File: config.mk
export PLATFORM = sky130hd
export DESIGN_NAME = spi_master_ctrl_flat
export DESIGN_NICKNAME = d
export VERILOG_FILES = /design/src/rtl/spi_master_ctrl_if.sv /design/src/rtl/spi_master_ctrl.sv /design/src/flat_wrapper.sv
export SDC_FILE = /design/constraint.sdc
export NUM_CORES = 1
export LEC_CHECK = 0
export CAP_MARGIN = 30
export CELL_PAD_IN_SITES_DETAIL_PLACEMENT = 0
export CELL_PAD_IN_SITES_GLOBAL_PLACEMENT = 2
export CORE_MARGIN = 3
export CORE_UTILIZATION = 34
export DETAILED_ROUTE_END_ITERATION = 7
export GPL_TIMING_DRIVEN = 0
export HOLD_SLACK_MARGIN = 0.02
export PLACE_DENSITY = 0.94
export REMOVE_ABC_BUFFERS = 1
export SLEW_MARGIN = 0
export SYNTH_ARGS = -nofsm -noshare
export SYNTH_HDL_FRONTEND = slang
export SYNTH_SLANG_ARGS = --single-unit
File: constraint.sdc
create_clock -name clk -period 2.8 [get_ports clk]
set_input_delay 0.28 -clock clk [delete_from_list [all_inputs] [get_ports clk]]
set_output_delay 0.28 -clock clk [all_outputs]
set_load 0.02 [all_outputs]
File: src/rtl/spi_master_ctrl_if.sv
// spi_master_ctrl_if
// Host request/response handshake plus the SPI serial pins of spi_master_ctrl.
// The master modport is the controller's view; the slave modport is the view
// of whatever sits around it (host and memory-block wrapper together).
interface spi_master_ctrl_if;
   // Host request side
   logic       req_valid;
   logic       req_ready;
   logic       req_write;
   logic [7:0] req_addr;
   logic [7:0] req_wdata;

   // Host response side
   logic       rsp_valid;
   logic [7:0] rsp_rdata;

   // Serial port toward the memory-block wrapper
   logic       MOSI;
   logic       SS_n;
   logic       MISO;

   modport master (
      input  req_valid,
      input  req_write,
      input  req_addr,
      input  req_wdata,
      input  MISO,
      output req_ready,
      output rsp_valid,
      output rsp_rdata,
      output MOSI,
      output SS_n
   );

   modport slave (
      output req_valid,
      output req_write,
      output req_addr,
      output req_wdata,
      output MISO,
      input  req_ready,
      input  rsp_valid,
      input  rsp_rdata,
      input  MOSI,
      input  SS_n
   );
endinterface

File: src/rtl/spi_master_ctrl.sv
// spi_master_ctrl
// Host-side SPI master for the memory-block wrapper. A host write is sent as
// a write-address frame and a write-data frame; a host read as a read-address
// frame and a read-data frame whose returned byte is shifted in from MISO.
// Every frame is {sel, cmd[1:0], payload[7:0]} MSB first with SS_n low,
// followed by GAP cycles with SS_n high.
//
// Optional feature: define ADDR_CACHE_EN to remember the last write address
// and the last read address; a request whose address matches the cached
// address of its own kind skips the address frame and its gap.
module spi_master_ctrl #(
   parameter int RD_WAIT = 1,  // idle cycles between read-data header and capture (0..7)
   parameter int GAP     = 1   // SS_n-high cycles after every frame (1..7)
) (
   input  logic              clk,
   input  logic              rst_n,
   spi_master_ctrl_if.master bus
);

   typedef enum logic [2:0] {
      S_IDLE,
      S_FRAME,
      S_WAIT,
      S_CAPTURE,
      S_GAP
   } state_t;

   // Which of the four frame kinds is in flight (or just finished, in GAP).
   typedef enum logic [1:0] {
      PH_WR_ADDR,
      PH_WR_DATA,
      PH_RD_ADDR,
      PH_RD_DATA
   } phase_t;

   // Terminal values of the shared cycle counter in each state.
   localparam logic [3:0] LP_FRAME_LAST = 4'd10;           // 11-bit frame
   localparam logic [3:0] LP_HDR_LAST   = 4'd2;            // 3-bit read-data header
   localparam logic [3:0] LP_WAIT_LAST  = 4'(RD_WAIT - 1);
   localparam logic [3:0] LP_CAP_LAST   = 4'd7;            // 8 capture cycles
   localparam logic [3:0] LP_GAP_LAST   = 4'(GAP - 1);

   // Full 11-bit frame image for a given frame kind.
   function automatic logic [10:0] frame_bits(input phase_t     ph,
                                              input logic [7:0] addr,
                                              input logic [7:0] wdata);
      case (ph)
         PH_WR_ADDR: return {3'b100, addr};
         PH_WR_DATA: return {3'b101, wdata};
         PH_RD_ADDR: return {3'b010, addr};
         default:    return {3'b011, 8'h00};
      endcase
   endfunction

   // Control state
   state_t      r_state;
   phase_t      r_phase;
   logic [3:0]  r_cnt;

   // Latched request and serial datapath
   logic [7:0]  r_addr;
   logic [7:0]  r_wdata;
   logic [9:0]  r_shift;      // frame bits still to be sent after the current one
   logic [6:0]  r_rx;         // MISO bits captured so far

   // Registered outputs
   logic        r_mosi;
   logic        r_ss_n;
   logic        r_req_ready;
   logic        r_rsp_valid;
   logic [7:0]  r_rsp_rdata;

   // Decode helpers
   logic        w_wr_hit;
   logic        w_rd_hit;
   phase_t      w_acc_phase;
   logic [10:0] w_acc_frame;
   phase_t      w_next_phase;
   logic        w_has_next;
   logic [10:0] w_next_frame;
   logic        w_frame_last;

`ifdef ADDR_CACHE_EN
   logic [7:0]  r_wr_addr_c;
   logic        r_wr_c_vld;
   logic [7:0]  r_rd_addr_c;
   logic        r_rd_c_vld;

   assign w_wr_hit = r_wr_c_vld && (bus.req_addr == r_wr_addr_c);
   assign w_rd_hit = r_rd_c_vld && (bus.req_addr == r_rd_addr_c);
`else
   assign w_wr_hit = 1'b0;
   assign w_rd_hit = 1'b0;
`endif

   // First frame kind for the request being offered on the host port.
   // NOTE: every output of a combinational block gets a default first, so no
   // path through the block leaves it unassigned and no latch is inferred.
   always_comb begin
      w_acc_phase = PH_WR_ADDR;
      if (bus.req_write) begin
         w_acc_phase = w_wr_hit ? PH_WR_DATA : PH_WR_ADDR;
      end else begin
         w_acc_phase = w_rd_hit ? PH_RD_DATA : PH_RD_ADDR;
      end
   end

   // Second frame of the transaction, if the finished frame was an address frame.
   always_comb begin
      w_next_phase = PH_RD_DATA;
      w_has_next   = 1'b0;
      case (r_phase)
         PH_WR_ADDR: begin
            w_next_phase = PH_WR_DATA;
            w_has_next   = 1'b1;
         end
         PH_RD_ADDR: begin
            w_next_phase = PH_RD_DATA;
            w_has_next   = 1'b1;
         end
         default: begin
            w_next_phase = PH_RD_DATA;
            w_has_next   = 1'b0;
         end
      endcase
   end

   assign w_acc_frame  = frame_bits(w_acc_phase, bus.req_addr, bus.req_wdata);
   assign w_next_frame = frame_bits(w_next_phase, r_addr, r_wdata);

   // The read-data frame only sends its 3-bit header before waiting/capturing.
   assign w_frame_last = (r_phase == PH_RD_DATA) ? (r_cnt == LP_HDR_LAST)
                                                 : (r_cnt == LP_FRAME_LAST);

   // Transaction sequencer: drives all serial and handshake outputs from registers.
   // NOTE: rst_n is sampled on the clock edge here, so reset is a synchronous
   // term of the same block rather than part of the sensitivity list.
   // NOTE: sequential state uses non-blocking assignments so every register
   // sees the pre-edge value of the others, independent of statement order.
   always_ff @(posedge clk) begin
      if (!rst_n) begin
         r_state     <= S_IDLE;
         r_phase     <= PH_WR_ADDR;
         r_cnt       <= 4'd0;
         r_addr      <= 8'h00;
         r_wdata     <= 8'h00;
         r_shift     <= 10'd0;
         r_rx        <= 7'd0;
         r_mosi      <= 1'b0;
         r_ss_n      <= 1'b1;
         r_req_ready <= 1'b1;
         r_rsp_valid <= 1'b0;
         r_rsp_rdata <= 8'h00;
`ifdef ADDR_CACHE_EN
         r_wr_addr_c <= 8'h00;
         r_wr_c_vld  <= 1'b0;
         r_rd_addr_c <= 8'h00;
         r_rd_c_vld  <= 1'b0;
`endif
      end else begin
         // Response is a single-cycle pulse unless re-armed below.
         r_rsp_valid <= 1'b0;

         case (r_state)
            S_IDLE: begin
               if (bus.req_valid) begin
                  r_addr      <= bus.req_addr;
                  r_wdata     <= bus.req_wdata;
                  r_phase     <= w_acc_phase;
                  r_mosi      <= w_acc_frame[10];
                  r_shift     <= w_acc_frame[9:0];
                  r_ss_n      <= 1'b0;
                  r_req_ready <= 1'b0;
                  r_cnt       <= 4'd0;
                  r_state     <= S_FRAME;
               end
            end

            S_FRAME: begin
               if (w_frame_last) begin
                  r_cnt  <= 4'd0;
                  r_mosi <= 1'b0;
                  if (r_phase == PH_RD_DATA) begin
                     // SS_n stays low through the wait and capture window.
                     if (RD_WAIT == 0) begin
                        r_state <= S_CAPTURE;
                     end else begin
                        r_state <= S_WAIT;
                     end
                  end else begin
                     r_ss_n  <= 1'b1;
                     r_state <= S_GAP;
`ifdef ADDR_CACHE_EN
                     // Cache entries only become valid once the slave has
                     // actually seen the complete address frame.
                     if (r_phase == PH_WR_ADDR) begin
                        r_wr_addr_c <= r_addr;
                        r_wr_c_vld  <= 1'b1;
                     end
                     if (r_phase == PH_RD_ADDR) begin
                        r_rd_addr_c <= r_addr;
                        r_rd_c_vld  <= 1'b1;
                     end
`endif
                  end
               end else begin
                  r_cnt   <= r_cnt + 4'd1;
                  r_mosi  <= r_shift[9];
                  r_shift <= {r_shift[8:0], 1'b0};
               end
            end

            S_WAIT: begin
               if (r_cnt == LP_WAIT_LAST) begin
                  r_cnt   <= 4'd0;
                  r_state <= S_CAPTURE;
               end else begin
                  r_cnt <= r_cnt + 4'd1;
               end
            end

            S_CAPTURE: begin
               // MISO is sampled at the edge that ends each capture cycle.
               r_rx <= {r_rx[5:0], bus.MISO};
               if (r_cnt == LP_CAP_LAST) begin
                  r_rsp_rdata <= {r_rx, bus.MISO};
                  r_rsp_valid <= 1'b1;
                  r_ss_n      <= 1'b1;
                  r_cnt       <= 4'd0;
                  r_state     <= S_GAP;
               end else begin
                  r_cnt <= r_cnt + 4'd1;
               end
            end

            S_GAP: begin
               if (r_cnt == LP_GAP_LAST) begin
                  r_cnt <= 4'd0;
                  if (w_has_next) begin
                     r_phase <= w_next_phase;
                     r_mosi  <= w_next_frame[10];
                     r_shift <= w_next_frame[9:0];
                     r_ss_n  <= 1'b0;
                     r_state <= S_FRAME;
                  end else begin
                     r_req_ready <= 1'b1;
                     r_state     <= S_IDLE;
                  end
               end else begin
                  r_cnt <= r_cnt + 4'd1;
               end
            end

            default: begin
               r_mosi      <= 1'b0;
               r_ss_n      <= 1'b1;
               r_req_ready <= 1'b1;
               r_state     <= S_IDLE;
            end
         endcase
      end
   end

   assign bus.MOSI      = r_mosi;
   assign bus.SS_n      = r_ss_n;
   assign bus.req_ready = r_req_ready;
   assign bus.rsp_valid = r_rsp_valid;
   assign bus.rsp_rdata = r_rsp_rdata;

endmodule

File: src/flat_wrapper.sv
// flat-port wrapper written by rule: the top's interface ports become plain ports
module spi_master_ctrl_flat 
#(
   parameter int RD_WAIT = 1,                                                            
   parameter int GAP     = 1                                               
)
  (clk, rst_n, bus_req_valid, bus_req_write, bus_req_addr, bus_req_wdata, bus_MISO, bus_req_ready, bus_rsp_valid, bus_rsp_rdata, bus_MOSI, bus_SS_n);
  spi_master_ctrl_if bus_i ();
  input  logic clk;
  input  logic rst_n;
  input wire logic [$bits(bus_i.req_valid)-1:0] bus_req_valid;
  input wire logic [$bits(bus_i.req_write)-1:0] bus_req_write;
  input wire logic [$bits(bus_i.req_addr)-1:0] bus_req_addr;
  input wire logic [$bits(bus_i.req_wdata)-1:0] bus_req_wdata;
  input wire logic [$bits(bus_i.MISO)-1:0] bus_MISO;
  output wire logic [$bits(bus_i.req_ready)-1:0] bus_req_ready;
  output wire logic [$bits(bus_i.rsp_valid)-1:0] bus_rsp_valid;
  output wire logic [$bits(bus_i.rsp_rdata)-1:0] bus_rsp_rdata;
  output wire logic [$bits(bus_i.MOSI)-1:0] bus_MOSI;
  output wire logic [$bits(bus_i.SS_n)-1:0] bus_SS_n;
  assign bus_i.req_valid = bus_req_valid;
  assign bus_i.req_write = bus_req_write;
  assign bus_i.req_addr = bus_req_addr;
  assign bus_i.req_wdata = bus_req_wdata;
  assign bus_i.MISO = bus_MISO;
  assign bus_req_ready = bus_i.req_ready;
  assign bus_rsp_valid = bus_i.rsp_valid;
  assign bus_rsp_rdata = bus_i.rsp_rdata;
  assign bus_MOSI = bus_i.MOSI;
  assign bus_SS_n = bus_i.SS_n;
  spi_master_ctrl #(.RD_WAIT(RD_WAIT), .GAP(GAP)) u_core (.clk(clk), .rst_n(rst_n), .bus(bus_i));
endmodule
==> impl_metrics.yaml, run 1 <==
worst_setup_path:
  cp-startpoint: "u_core.r_state[1]"
  cpLargestDelayFamily: "flip-flops"
  cp_slowest_stage_delay_ns: 0.97
  cp.arrival_ns: 2.84
  slowest_stage: "dfxtp_1"
  path_buf_inv: 1
  r2r-start: "u_core.r_state[1]"
  crit_chain: "inv_1, o21ai_0, o21ai_2, or3_1, a21oi_1"
  startpoint_type: "flop"
  worstSetupEndpointType: "flop"
  required_ns: 3.03
  crit_type: "reg -> reg"
  cp_max_fo: 24
timing:
  skew_ns: 0.00629
  worstMarginPinSlew_ns: 0.965
  holdWs_ns: 0.461
  timing.fmax_mhz: 383
  min_period_ns: 2.61
  finalSetupViolCount: 0
  slew_headroom_pct: 35.5
  rsz0062_at_grt: "false"
  fin_setup_tns_ns: 0
  post-route-period-util_pct: 93.3
  hold_viol: 0
  drv_slew: 0
placement:
  place_hpwl_um: 3620
  routabilityCongestion: 0.764
  post_dp_cell_area_sq_um: 2610
  port_buffers: 32
yosys:
  synth_warnings: 0
  syn_area_sq_um: 2230
  synthTopCellsByArea: "dfxtp_1 (41%), a21oi_1 (9.6%), nand2_1 (6.9%), o21ai_0 (4.0%), a211oi_1 (3.7%)"
  synth-seq-cells: 46
  synthDistinctLibCells: 43
  synth.top_cell.area_share_pct: 41.3
  async_reset_ff_share_pct: 0
  ys_seq_area_share_pct: 41.3
  avgSynthCellArea_sq_um: 8.24
  synthCells: 271
  synth_top_area_cell: "dfxtp_1"
  yosys_most_used_dff: "dfxtp_1"
  synth_edf_count: 0
floorplan:
  die-width_um: 87.0
  design.portCount: 33
  fp-row-count: 28
  core_area_sq_um: 6130
  die-area_sq_um: 7570
  start_util_pct: 36.4
  die_h_um: 87.0
route:
  viasPerCell: 5.39
  drcViolationCount: 0
  wirelength_um: 5400
  drtPass1Iterations: 5
  drtIter0Drc: 140
  wl_per_cell_um: 14.6
  ant_nets: 0
  num_vias: 1994
layout:
  layout_commonest_cell: "dfxtp_1"
  most-common-layout-cells: "dfxtp_1 (44), a21oi_1 (43), nand2_1 (41)"
  antenna_cells: 0
  fin_nets: 318
  final_core_util_pct: 44.0
  design_area_sq_um: 2700
  drive_above_1_share_pct: 7.12
  area_growth_pct: 20.9
global_routing:
  track_usage_pct: 15.1
  grt_pass1_vias: 1904
  grt_max_degree: 32
  grt_pass1_wl_um: 9170
  antenna_found_initial: 0
  gr-total-overflow: 0
outcome:
  status: "finished, final reports clean"
clocking:
  hold_buffers: 0
  clkSinkCount: 46
  htreeDepth: 2
  path_clk_slew_ns: 0.09
  cts_made_buffers: 5
  cts_tree: "done"
  clock-root-buffer: "clkbuf_8"
  worstSkewPairLatency_ns: 0.30
  clockBufferDepth: 2
power:
  ir_drop_mv: 0.272
  p_per_area_nw_per_um2: 791
  total_power_mw: 2.13
  leakage_nw: 0.925
run:
  timing.max_cap.violations: 0
hold_path:
  hp-start: "u_core.r_rx[6]"
  hp-class: "reg -> reg"
[cells in the mapped netlist (2+ instances only)]
| cell | instances |
|---|---|
| a211oi_1 | 11 |
| a21oi_1 | 43 |
| a222oi_1 | 7 |
| a22o_1 | 7 |
| a2bb2oi_1 | 2 |
| and2_1 | 2 |
| buf_1 | 3 |
| buf_2 | 4 |
| clkbuf_1 | 10 |
| dfxtp_1 | 46 |
| ha_1 | 3 |
| inv_1 | 6 |
| mux2i_1 | 2 |
| nand2_1 | 41 |
| nand2b_1 | 2 |
| nand3_1 | 8 |
| nor2_1 | 14 |
| nor2b_1 | 8 |
| nor3_1 | 8 |
| nor3b_1 | 3 |
| o21ai_0 | 18 |
| o31ai_1 | 2 |
[stage by stage]
stage          worst slack, ns  cells
2_1_floorplan            0.388    254
3_3_place_gp            -0.508    361
3_5_place_dp            -0.458    362
4_1_cts                  0.171    370
5_1_grt               0.000506    370
6_report                 0.187    370
[sequential cells by signal, indices dropped and copies added (netlist names)]
| signal | cells |
|---|---|
| u_core.r_state | 3 |
| u_core.r_phase | 2 |
| u_core.r_rx | 7 |
| u_core.r_shift | 10 |
| u_core.bus.req_ready | 1 |
| u_core.r_wdata | 8 |
| u_core.bus.rsp_rdata | 8 |
| u_core.r_cnt | 4 |
| u_core.bus.MOSI | 1 |
| u_core.bus.SS_n | 1 |
| u_core.bus.rsp_valid | 1 |
[logic make-up (layout without fill, tap and decap cells)]
logic type / count (synthesis) / in the layout / synth area share (%)
compound gates: 102 / 102 / 31.3
simple gates: 94 / 94 / 20.3
flops: 46 / 46 / 41.3
buf+inv: 23 / 47 / 4.09
fa+ha+maj: 3 / 3 / 1.68
mux: 2 / 2 / 0.897
xor+xnor: 1 / 1 / 0.392
[routing by layer]
metal	share of wire (%)	vias to the layer above	global-route usage [%]	routed length, um
li1	-	1034	-	-
met1	48	905	20.9	2610
met2	45	47	23.3	2450
met3	5.0	8	2.93	270
met4	1.3	0	5.24	68
met5	0	-	0	0
[power by group]
part           internal, mW  switching (mW)  leakage [nW]
Combinational         0.343           0.436         0.503
Sequential            0.779           0.172         0.376
Clock                 0.176           0.229        0.0452
[path summary, 6_finish.rpt]
path | to | slack, ns | cells after the start
worst max-delay path | u_core.r_state[2] | 0.19 | 5
worst min-delay path | u_core.bus.rsp_rdata[7] | 0.46 | 2
worst max register to register | u_core.r_state[2] | 0.19 | 5
worst min register to register | u_core.bus.rsp_rdata[7] | 0.46 | 2
[worst min-delay path, cell delays in order (launching register included)]
cell	delay, ns
dfxtp_1	0.32
nand2_1	0.05
a21oi_1	0.05
[what timing repair did]
action                                 in CTS  in global routing
resized for setup                           2                  2
setup buffers                               0                  0
endpoints found under the hold margin       0                  0
pin swaps                                   0                  0
setup endpoints to repair                  12                 10
[final cells by class]
class / count / area (sq um)
Fill cell: 644 / 3430
Multi-Input combinational cell: 202 / 1220
Sequential cell: 46 / 923
Timing Repair Buffer: 33 / 348
Tap cell: 75 / 93.8
Clock buffer: 6 / 72.6
Inverter: 6 / 22.5
Clock inverter: 2 / 13.8
Power figures use the tool's default switching activity.
==> inputs of run 2 (changes only) <==
Settings changed: GPL_TIMING_DRIVEN 0 to unset.
==> run 2 against run 1 <==
- worst setup slack gained 0.53 ns
- flip-flop and latch count unchanged
- via count increased by 1.9%
- critical path depth is 2 higher
- maximum frequency grew 26%
- non-clock buffer count increased by 8
- clock skew up 0.0013 ns
- register-to-register slack improved by 0.53 ns
- die area unchanged
- first-iteration DRC count up 40%
- highest routed layer unchanged
==> impl_metrics.yaml, run 2 (same netlist as run 1, synthesis figures left out) <==
placement:
  placedCellCount: 370
  place_ws_ns: 0.737
  port_buffers: 32
  routabilityCongestion: 0.768
  place_hpwl_um: 3780
  post_dp_cell_area_sq_um: 2650
layout:
  largest_reg_flops: 10
  area_growth_pct: 23.5
  layoutNonFillerInstCount: 377
  fin_nets: 326
  most-common-layout-cells: "dfxtp_1 (46), a21oi_1 (43), nand2_1 (41)"
  antenna_cells: 0
  drive_above_1_share_pct: 8.28
  layout_commonest_cell: "dfxtp_1"
  final_core_util_pct: 45.0
  fillers: 604
  top_register: "u_core.r_shift"
  design_area_sq_um: 2760
timing:
  drv_slew: 0
  rsz0062_at_grt: "false"
  slew_headroom_pct: 62.7
  worstMarginPinSlew_ns: 0.557
  holdWs_ns: 0.459
  setup_slack_ns: 0.722
  post-route-period-util_pct: 74.2
  hold_viol: 0
  timing.fmax_mhz: 481
  skew_ns: 0.00758
  fin_setup_tns_ns: 0
  finalSetupViolCount: 0
  min_period_ns: 2.08
clocking:
  cts_made_buffers: 5
  clkSinkCount: 46
  hold_buffers: 0
  clockBufferDepth: 2
  htreeDepth: 2
  clock-root-buffer: "clkbuf_8"
  path_clk_slew_ns: 0.08
  postCtsSetupRepairBufs: 0
  worstSkewPairLatency_ns: 0.30
  cts_tree: "done"
  cts_resized: 0
floorplan:
  fp-row-count: 28
  start_util_pct: 36.4
  core_area_sq_um: 6130
  die-width_um: 87.0
  die_h_um: 87.0
  design.portCount: 33
  die-area_sq_um: 7570
worst_setup_path:
  cp.arrival_ns: 2.24
  worstSetupEndpointType: "flop"
  r2r_setup_slack_ns: 0.72
  required_ns: 2.96
  cp_max_fo: 9
  r2r-start: "u_core.r_cnt[0]"
  reg2reg_depth: 7
  crit_type: "reg -> reg"
  startpoint_type: "flop"
  r2r_end: "u_core.r_shift[5]"
power:
  ir_drop_mv: 0.265
  p_per_area_nw_per_um2: 818
  leakage_nw: 0.967
  total_power_mw: 2.26
route:
  drcViolationCount: 0
  viasPerCell: 5.39
  ant_nets: 0
  wirelength_um: 5410
  drtPass1Iterations: 6
  drtIter0Drc: 196
  wl_per_cell_um: 14.3
  num_vias: 2032
global_routing:
  top_usage_layer: "met2"
  grt_max_degree: 33
  grt_pass1_wl_um: 9240
  grtUsageMet2_pct: 25.0
  track_usage_pct: 15.0
  antenna_found_initial: 0
  grt_use_met1_pct: 19.8
  grt_pass1_vias: 1951
  gr-total-overflow: 0
  grt_util_met3_pct: 3.41
outcome:
  status: "finished, final reports clean"
hold_path:
  whs_endpoint: "u_core.bus.rsp_rdata[7]"
  hold_depth: 2
  hp-class: "reg -> reg"
  hp-start: "u_core.r_rx[6]"
run:
  timing.max_cap.violations: 0
run 2: where the power goes:
part           total, mW  internal, mW  switching [mW]
Combinational      0.869         0.373           0.496
Clock              0.501         0.286           0.215
Sequential         0.888         0.777           0.111
run 2: how the worst max path moves through the flow:
| stage | from | end | slack [ns] | cells after the start |
|---|---|---|---|---|
| after global placement | u_core.r_cnt[0] | u_core.r_shift[6] | 0.80 | 7 |
| after global routing | u_core.r_state[2] | u_core.r_shift[4] | 0.52 | 6 |
| final | u_core.r_cnt[0] | u_core.r_shift[5] | 0.72 | 7 |
| after floorplan | u_core.r_state[0] | u_core.bus.rsp_rdata[0] | 0.39 | 5 |
| after CTS | u_core.r_cnt[0] | u_core.r_shift[4] | 0.72 | 7 |
| after detailed placement | u_core.r_cnt[0] | u_core.r_shift[4] | 0.74 | 7 |
run 2: cell type report:
class / count / area, sq um / area share (%)
Clock buffer: 6 / 82.6 / 2.99
Clock inverter: 1 / 30.0 / 1.09
Inverter: 6 / 22.5 / 0.817
Multi-Input combinational cell: 202 / 1220 / 44.2
Sequential cell: 46 / 921 / 33.4
Tap cell: 75 / 93.8 / 3.40
Timing Repair Buffer: 41 / 388 / 14.1
run 2: critical path, stage by stage, from the launching register on:
cell,delay [ns]
dfxtp_1,0.35
inv_1,0.09
ha_1,0.15
or3b_1,0.41
o21ba_2,0.29
a2bb2oi_1,0.17
nor2_2,0.34
a211oi_1,0.14
run 2: metal layers:
layer | up-vias | part of all wire [%]
li1 | 1047 | -
met1 | 922 | 48
met2 | 57 | 46
met3 | 6 | 5.4
met4 | 0 | 0.83
met5 | - | 0
==> inputs of run 3 (changes only) <==
Settings changed: CORE_UTILIZATION 34 to 32, PLACE_DENSITY 0.94 to 0.89.
Clock period 2.8 ns to 1.95 ns, I/O delays scaled along.
==> run 3 against run 2 <==
- first-iteration DRC count shrank 47%
- hold slack lost 0.028 ns
- sequential share of layout area shrank 2.9 points
- clock skew grew 0.0013 ns
- highest routed layer unchanged
- clock power grew 77%
- combinational power grew 75%
- via count grew 6.8%
- maximum frequency grew 10%
- total power grew 63%
==> impl_metrics.yaml, run 3 (same netlist as run 1, synthesis figures left out) <==
clocking:
  hold_buffers: 0
  clockBufferDepth: 2
  clkSinkCount: 46
  cts_tree: "done"
  htreeDepth: 2
  worstSkewPairLatency_ns: 0.30
  clock-root-buffer: "clkbuf_8"
  cts_made_buffers: 5
  path_clk_slew_ns: 0.09
route:
  wirelength_um: 5880
  wl_per_cell_um: 14.1
  ant_nets: 0
  drtPass1Iterations: 4
  num_vias: 2170
  viasPerCell: 5.20
  drcViolationCount: 0
  drtIter0Drc: 103
floorplan:
  die-width_um: 89.5
  core_area_sq_um: 6570
  start_util_pct: 34.0
  design.portCount: 33
  fp-row-count: 29
  die-area_sq_um: 8010
  die_h_um: 89.5
timing:
  rsz0062_at_grt: "false"
  skew_ns: 0.00885
  worstMarginPinSlew_ns: 0.539
  finalSetupViolCount: 0
  holdWs_ns: 0.432
  slew_headroom_pct: 63.8
  post-route-period-util_pct: 96.5
  fin_setup_tns_ns: 0
  drv_slew: 0
  hold_viol: 0
  timing.fmax_mhz: 532
  min_period_ns: 1.88
layout:
  antenna_cells: 0
  layout_commonest_cell: "dfxtp_1"
  drive_above_1_share_pct: 15.4
  layoutNonFillerInstCount: 417
  fillers: 683
  area_growth_pct: 35.4
  fin_nets: 347
  final_core_util_pct: 46.0
  largest_reg_flops: 10
  most-common-layout-cells: "dfxtp_1 (46), a21oi_1 (43), nand2_1 (41)"
  top_register: "u_core.r_shift"
  design_area_sq_um: 3020
outcome:
  status: "finished, final reports clean"
power:
  leakage_nw: 1.10
  p_per_area_nw_per_um2: 1210
  ir_drop_mv: 0.722
worst_setup_path:
  cp.arrival_ns: 2.11
  cp_max_fo: 4
  crit_type: "reg -> reg"
  cp_slowest_stage_delay_ns: 0.39
  worstSetupEndpointType: "flop"
  startpoint_type: "flop"
  crit_chain: "inv_1, ha_1, or3b_4, buf_4, o21ai_0, o21ai_2, or3_1, a21oi_1"
  required_ns: 2.18
  slowest_stage: "or3b_4"
global_routing:
  grt_max_degree: 38
  grt_pass1_wl_um: 9830
  grt_pass1_vias: 2056
  gr-total-overflow: 0
  track_usage_pct: 15.5
  antenna_found_initial: 0
placement:
  place_hpwl_um: 4050
  post_dp_cell_area_sq_um: 2820
  port_buffers: 32
  routabilityCongestion: 0.817
  placedCellCount: 406
hold_path:
  hp-class: "in -> reg"
run:
  timing.max_cap.violations: 0
## run 3: area by class of cell
cell class | instances | area, sq um | share of cell area [%]
Multi-Input combinational cell | 203 | 1270 | 42.0
Clock inverter | 2 | 60.1 | 1.99
Tap cell | 93 | 116 | 3.85
Inverter | 6 | 22.5 | 0.745
Timing Repair Buffer | 61 | 551 | 18.2
Clock buffer | 6 | 82.6 | 2.73
Sequential cell | 46 | 921 | 30.5
## run 3: metal layers
| layer | vias to the layer above | track usage, % | routed length, um |
|---|---|---|---|
| met5 | - | 0 | 0 |
| met4 | 0 | 4.33 | 30 |
| met1 | 1008 | 22.2 | 2830 |
| met3 | 3 | 3.32 | 343 |
| met2 | 63 | 23.4 | 2670 |
| li1 | 1096 | - | - |
## run 3: repair_timing
action / in CTS / in global routing
hold endpoints to repair: 0 / 0
endpoints found under the setup margin: 9 / 12
gates cloned: 0 / 1
resized for setup: 2 / 5
pin swaps: 0 / 3
setup buffers: 0 / 2
## run 3: worst max-delay path: cells and delay by family, from the launching register on
kind	cells	cell delay, ns
AND/OR/NAND/NOR	2	0.74
AO/OA/AOI/OAI	3	0.37
flip-flops	1	0.33
buffers and inverters	2	0.22
adder cells (fa/ha/maj)	1	0.16
## run 3: final timing paths
kind	slack (ns)	startpoint	to	cells past startpoint
worst max-delay path	0.07	u_core.r_cnt[0]	u_core.r_state[2]	8
worst min-delay path	0.43	bus_req_wdata[7]	u_core.r_wdata[7]	3
worst max register to register	0.07	u_core.r_cnt[0]	u_core.r_state[2]	8
worst min register to register	0.47	u_core.r_wdata[1]	u_core.r_wdata[1]	2
## run 3: per-stage QoR
step | setup WS (ns) | power (mW)
detailed placement | -0.0393 | 2.69
finish | 0.0686 | 3.67
CTS | 0.000405 | 3.60
global placement | 0.0118 | 2.68
floorplan | -0.462 | 2.13
global route | 0.00242 | 3.90
## run 3: power by group
group	leakage [nW]	internal [mW]	switching, mW
clock	0.0714	0.547	0.340
combinational	0.649	0.708	0.810
sequential	0.376	1.12	0.149
